`config.mk`:
```
export PLATFORM = sky130hd
export DESIGN_NAME = fft_frame_sched
export DESIGN_NICKNAME = d
export VERILOG_FILES = /design/src/rtl/fft_pkg.sv /design/src/rtl/rr_arb2.sv /design/src/rtl/fft_frame_sched.sv
export SDC_FILE = /design/constraint.sdc
export NUM_CORES = 1
export LEC_CHECK = 0
export ABC_CLOCK_PERIOD_IN_PS = 3630
export CORE_MARGIN = 10
export CORE_UTILIZATION = 44
export CTS_CLUSTER_SIZE = 30
export DETAILED_ROUTE_END_ITERATION = 12
export PLACE_DENSITY = 0.84
export SYNTH_ARGS = -nofsm -noshare
export SYNTH_HDL_FRONTEND = slang
export SYNTH_SLANG_ARGS = --single-unit
```
`constraint.sdc`:
```
create_clock -name clk -period 3.63 [get_ports clk]
set_input_delay 1.089 -clock clk [delete_from_list [all_inputs] [get_ports clk]]
set_output_delay 1.089 -clock clk [all_outputs]
set_load 0.01 [all_outputs]
```
`src/rtl/fft_pkg.sv`:
```
// Shared widths and FSM encoding for the FFT frame scheduler.
// Sample and result widths match the FFT core's fixed-point ports.
package fft_pkg;
  localparam int IN_W  = 14;
  localparam int OUT_W = 19;
  localparam int N     = 32;
  localparam int IDX_W = 5;

  typedef enum logic [1:0] {
    IDLE,
    FEED,
    DRAIN
  } state_t;
endpackage

```
`src/rtl/rr_arb2.sv`:
```
// Two-way round-robin arbiter; pointer remembers the last served channel.
// Reset leaves the pointer on ch1 so ch0 wins the first tie.
module rr_arb2 (
  input  logic       clk,
  input  logic       rst,
  input  logic [1:0] req,
  input  logic       adv,
  output logic [1:0] gnt
);
  logic last_q;

  always_ff @(posedge clk) begin
    if (rst) begin
      last_q <= 1'b1;
    end else if (adv) begin
      last_q <= gnt[1];
    end
  end

  always_comb begin
    gnt = req;
    if (req == 2'b11) begin
      gnt = last_q ? 2'b01 : 2'b10;
    end
  end
endmodule

```
`src/rtl/fft_frame_sched.sv`:
```
// Schedules whole frames from two sample streams into one FFT core
// and tags the FFT results with their owning channel and index.
module fft_frame_sched #(
  parameter int N       = fft_pkg::N,
  parameter int TIMEOUT = 255
) (
  input  logic                       clk,
  input  logic                       rst,
  input  logic                       req0,
  input  logic                       req1,
  input  logic                       s0_valid,
  input  logic                       s1_valid,
  input  logic [fft_pkg::IN_W-1:0]   s0_data,
  input  logic [fft_pkg::IN_W-1:0]   s1_data,
  output logic                       gnt0,
  output logic                       gnt1,
  output logic                       fft_valid_o,
  output logic [fft_pkg::IN_W-1:0]   fft_x_o,
  input  logic                       fft_busy_i,
  input  logic                       fft_finish_i,
  input  logic [fft_pkg::OUT_W-1:0]  fft_Xr_i,
  input  logic [fft_pkg::OUT_W-1:0]  fft_Xi_i,
  output logic                       out_valid,
  output logic                       out_ch,
  output logic [fft_pkg::IDX_W-1:0]  out_idx,
  output logic                       out_last,
  output logic [fft_pkg::OUT_W-1:0]  out_Xr,
  output logic [fft_pkg::OUT_W-1:0]  out_Xi,
  output logic                       err_o
);
  import fft_pkg::*;

  localparam int WD_W = $clog2(TIMEOUT + 1);

  state_t             state_q, state_d;
  logic               ch_q;
  logic [IDX_W-1:0]   cnt_q;
  logic [WD_W-1:0]    wd_q;
  logic               fft_valid_q;
  logic [IN_W-1:0]    fft_x_q;
  logic               out_valid_q, out_ch_q, out_last_q;
  logic [IDX_W-1:0]   out_idx_q;
  logic [OUT_W-1:0]   out_xr_q, out_xi_q;
  logic               err_q;

  logic [1:0]         arb_gnt;
  logic               adv;
  logic               sel_valid;
  logic [IN_W-1:0]    sel_data;
  logic               feed_done, drain_last, wd_exp;
  logic               in_feed, in_drain;

  assign in_feed    = (state_q == FEED);
  assign in_drain   = (state_q == DRAIN);
  assign sel_valid  = ch_q ? s1_valid : s0_valid;
  assign sel_data   = ch_q ? s1_data : s0_data;
  assign adv        = (state_q == IDLE) && (req0 || req1) && !fft_busy_i;
  assign feed_done  = in_feed && sel_valid && (cnt_q == IDX_W'(N - 1));
  assign drain_last = in_drain && fft_finish_i && (cnt_q == IDX_W'(N - 1));
  assign wd_exp     = in_drain && !fft_finish_i && (wd_q == WD_W'(TIMEOUT - 1));

  rr_arb2 u_arb (
    .clk (clk),
    .rst (rst),
    .req ({req1, req0}),
    .adv (adv),
    .gnt (arb_gnt)
  );

  always_ff @(posedge clk) begin
    if (rst) state_q <= IDLE;
    else     state_q <= state_d;
  end

  always_comb begin
    state_d = state_q;
    unique case (state_q)
      IDLE:    if (adv) state_d = FEED;
      FEED:    if (feed_done) state_d = DRAIN;
      DRAIN:   if (drain_last || wd_exp) state_d = IDLE;
      default: state_d = IDLE;
    endcase
  end

  always_comb begin
    gnt0 = in_feed && !ch_q;
    gnt1 = in_feed && ch_q;
  end

  always_ff @(posedge clk) begin
    if (rst) begin
      ch_q        <= 1'b0;
      cnt_q       <= '0;
      wd_q        <= '0;
      fft_valid_q <= 1'b0;
      fft_x_q     <= '0;
      out_valid_q <= 1'b0;
      out_ch_q    <= 1'b0;
      out_idx_q   <= '0;
      out_last_q  <= 1'b0;
      out_xr_q    <= '0;
      out_xi_q    <= '0;
      err_q       <= 1'b0;
    end else begin
      if (adv) ch_q <= arb_gnt[1] & ~arb_gnt[0];
      fft_valid_q <= in_feed && sel_valid;
      fft_x_q     <= in_feed ? sel_data : '0;
      // One counter: samples while feeding, results while draining.
      if (in_feed && sel_valid) begin
        cnt_q <= feed_done ? '0 : cnt_q + 1'b1;
      end else if (in_drain && fft_finish_i) begin
        cnt_q <= drain_last ? '0 : cnt_q + 1'b1;
      end else if (!in_feed && !in_drain) begin
        cnt_q <= '0;
      end
      wd_q        <= (in_drain && !fft_finish_i) ? wd_q + 1'b1 : '0;
      out_valid_q <= in_drain && fft_finish_i;
      out_last_q  <= drain_last;
      if (in_drain && fft_finish_i) begin
        out_ch_q  <= ch_q;
        out_idx_q <= cnt_q;
        out_xr_q  <= fft_Xr_i;
        out_xi_q  <= fft_Xi_i;
      end
      err_q <= err_q | wd_exp | (fft_finish_i && !in_drain);
    end
  end

  assign fft_valid_o = fft_valid_q;
  assign fft_x_o     = fft_x_q;
  assign out_valid   = out_valid_q;
  assign out_ch      = out_ch_q;
  assign out_idx     = out_idx_q;
  assign out_last    = out_last_q;
  assign out_Xr      = out_xr_q;
  assign out_Xi      = out_xi_q;
  assign err_o       = err_q;
endmodule

```
==> results.py <==
metrics = {
    "cells_and_area": {
        "area_growth_pct": 52.9,
        "utilization_pct": 68.5,
        "nets": 563,
        "mostFrequentLayoutCell": "clkdlybuf4s50_1",
        "drive_above_1_share_pct": 4.74,
        "n_antenna_cell": 0,
        "finalNonFillerCells": 565,
        "n_fill_cell": 525,
        "mostFrequentLayoutCells": "clkdlybuf4s50_1 (136), nand2_1 (98), dfxtp_1 (79)",
    },
    "setup_path": {
        "cp-end-kind": "output pin",
        "cp_num_buf_inv": 2,
        "crit_chain": "inv_1, ha_1, nor2b_1, clkdlybuf4s50_1",
        "crit_fanout": 7,
        "start_kind": "flop",
        "required_ns": 2.54,
        "cp_top_family": "buffers and inverters",
        "cpPeakStageDelay_ns": 0.55,
        "critPathSlowestCell": "clkdlybuf4s50_1",
        "crit_arrival_ns": 1.86,
        "crit_type": "reg -> out",
    },
    "route": {
        "drt-vias-per-instance": 4.85,
        "vias": 2738,
        "wl_per_cell_um": 15.0,
        "firstDrtPassIters": 4,
        "antenna_left": 0,
        "dr.first_iter.drc_count": 81,
        "drc": 0,
        "wl_um": 8480,
    },
    "yosys": {
        "synth_top_area_share_pct": 52.6,
        "synth-seq-cells": 79,
        "synth_edf_count": 0,
        "syn_inst": 348,
        "synthTopCellsByArea": "dfxtp_1 (53%), nand2_1 (12%), a21oi_1 (7.5%)",
        "yosys_most_used_dff": "dfxtp_1",
        "syn_area_um2": 3010,
        "syn_avg_cell_area_um2": 8.65,
        "async_reset_ff_share_pct": 0,
        "ys_seq_area_share_pct": 52.6,
        "synth_top_area_cell": "dfxtp_1",
        "synth_cell_types": 33,
        "syn_nets": 430,
        "synth_warnings": 0,
    },
    "placement": {
        "dpl.hpwl_um": 6470,
        "place_inst": 550,
        "io_buffers": 137,
        "gp_congestion": 0.761,
    },
    "global_routing": {
        "antenna_found_initial": 0,
        "first_global_vias": 2759,
        "grt_max_degree": 34,
        "grt.total_usage_pct": 15.1,
        "grt_first_pass_wirelength_um": 12800,
        "grt_overflow": 0,
    },
    "floorplanning": {
        "rows": 30,
        "die_h_um": 103,
        "start_util_pct": 44.8,
        "io_pins": 138,
        "core_um2": 6720,
        "dieArea_um2": 10500,
        "die_x_um": 103,
    },
    "clock_network": {
        "cts_root_buf": "clkbuf_8",
        "post-cts-setup-buffers": 0,
        "cts.sinks": 79,
        "worstSkewPairLatency_ns": 0.34,
        "htreeDepth": 3,
        "cts_buffers": 9,
        "clk_path_buf_depth": 2,
        "clkTransAtPathRegs_ns": 0.08,
        "cts_tree": "yes",
        "post_cts_resized": 0,
        "hold_buffers": 0,
    },
    "sta": {
        "tns_ns": 0,
        "post-route-period-util_pct": 81.2,
        "skew_ns": 0.00557,
        "finalSetupViolations": 0,
        "fmax_mhz": 339,
        "worst_pin_slew_ns": 0.717,
        "hold_ws_ns": 0.455,
        "slew_violations": 0,
        "finalHoldViolations": 0,
        "max_slew_margin_pct": 52.1,
        "fin_crit_ns": 2.95,
        "rsz0062_at_grt": "false",
    },
    "pwr": {
        "power_w": 0.00201,
        "p_leak_nw": 1.63,
        "ir_worst_vdd_mv": 0.290,
        "power_density_nw_per_um2": 436,
    },
    "hold_path": {
        "hold_path_class": "reg -> reg",
    },
    "job": {
        "drv_cap": 0,
    },
    "outcome": {
        "status": "complete, no violations",
    },
}
[routing by layer]
layer  share of wire (%)  track usage [%]
met5                   0                0
met2                  49             26.3
met3                  10             6.10
met4                 1.7             6.40
met1                  39             15.9
[logic make-up after synthesis]
family,after synthesis,synth area share [%]
compound gates,58,11.2
xor+xnor,7,2.04
fa+ha+maj,8,3.33
buf+inv,25,3.53
flops,79,52.6
mux,18,6.15
simple gates,153,21.2
[sequential cells by signal (all words and copies together) (netlist names), 2 cells and up]
register and cells:
out_Xi 19, out_Xr 19, fft_x_o 14, wd_q 8
cnt_q 5, out_idx 5, state_q 2
[metrics by stage]
stage               instance area, um^2  setup slack (ns)
finish                             4600             0.684
global route                       4600             0.602
CTS                                4600             0.663
detailed placement                 4440             0.865
global placement                   4440             0.914
floorplan                          3010              1.59
[report_power, final]
part           total [W]  switching, W  leakage, nW  internal (W)
Clock           0.000550      0.000308       0.0809      0.000242
Sequential      0.000960     0.0000317        0.639      0.000929
Combinational   0.000497      0.000238        0.910      0.000259
[Yosys cell counts, types with 2 or more instances]
| cell | count |
|---|---|
| nand2_1 | 98 |
| dfxtp_1 | 79 |
| a21oi_1 | 45 |
| nor2_1 | 29 |
| mux2i_1 | 17 |
| clkbuf_1 | 10 |
| ha_1 | 8 |
| nand2b_1 | 6 |
| xor2_1 | 6 |
| inv_1 | 5 |
| buf_1 | 4 |
| buf_2 | 4 |
| nand3_1 | 4 |
| nor2b_1 | 4 |
| o21ai_1 | 3 |
| a22o_1 | 2 |
| and2_1 | 2 |
| and3_1 | 2 |
| and4_1 | 2 |
| buf_4 | 2 |
| nor3_1 | 2 |
| nor4_1 | 2 |
| o21ai_0 | 2 |
[area by class of cell]
cell class	instances	area, um^2	area share [%]
Inverter	5	18.8	0.408
Multi-Input combinational cell	244	1320	28.7
Clock buffer	9	124	2.69
Tap cell	80	100	2.18
Timing Repair Buffer	142	1420	30.8
Sequential cell	79	1580	34.4
Clock inverter	6	38.8	0.843
[final timing paths]
kind,startpoint,to,slack [ns],depth (start not counted)
min reg2reg,out_Xi[12]$_SDFFE_PP0P_,out_Xi[12]$_SDFFE_PP0P_,0.46,2
max,state_q[1]$_SDFFE_PP0P_,gnt0,0.68,4
min,out_Xi[12]$_SDFFE_PP0P_,out_Xi[12]$_SDFFE_PP0P_,0.46,2
max reg2reg,cnt_q[0]$_SDFFE_PP0P_,state_q[1]$_SDFFE_PP0P_,1.76,7
[worst reg2reg max path: stages (launching register included)]
cell     delay [ns]
dfxtp_1        0.41
ha_1           0.25
and3_1         0.18
ha_1           0.27
inv_1          0.08
o21ai_0        0.17
o211a_1        0.23
mux2i_1        0.21
(Power assumes the default switching activity.)
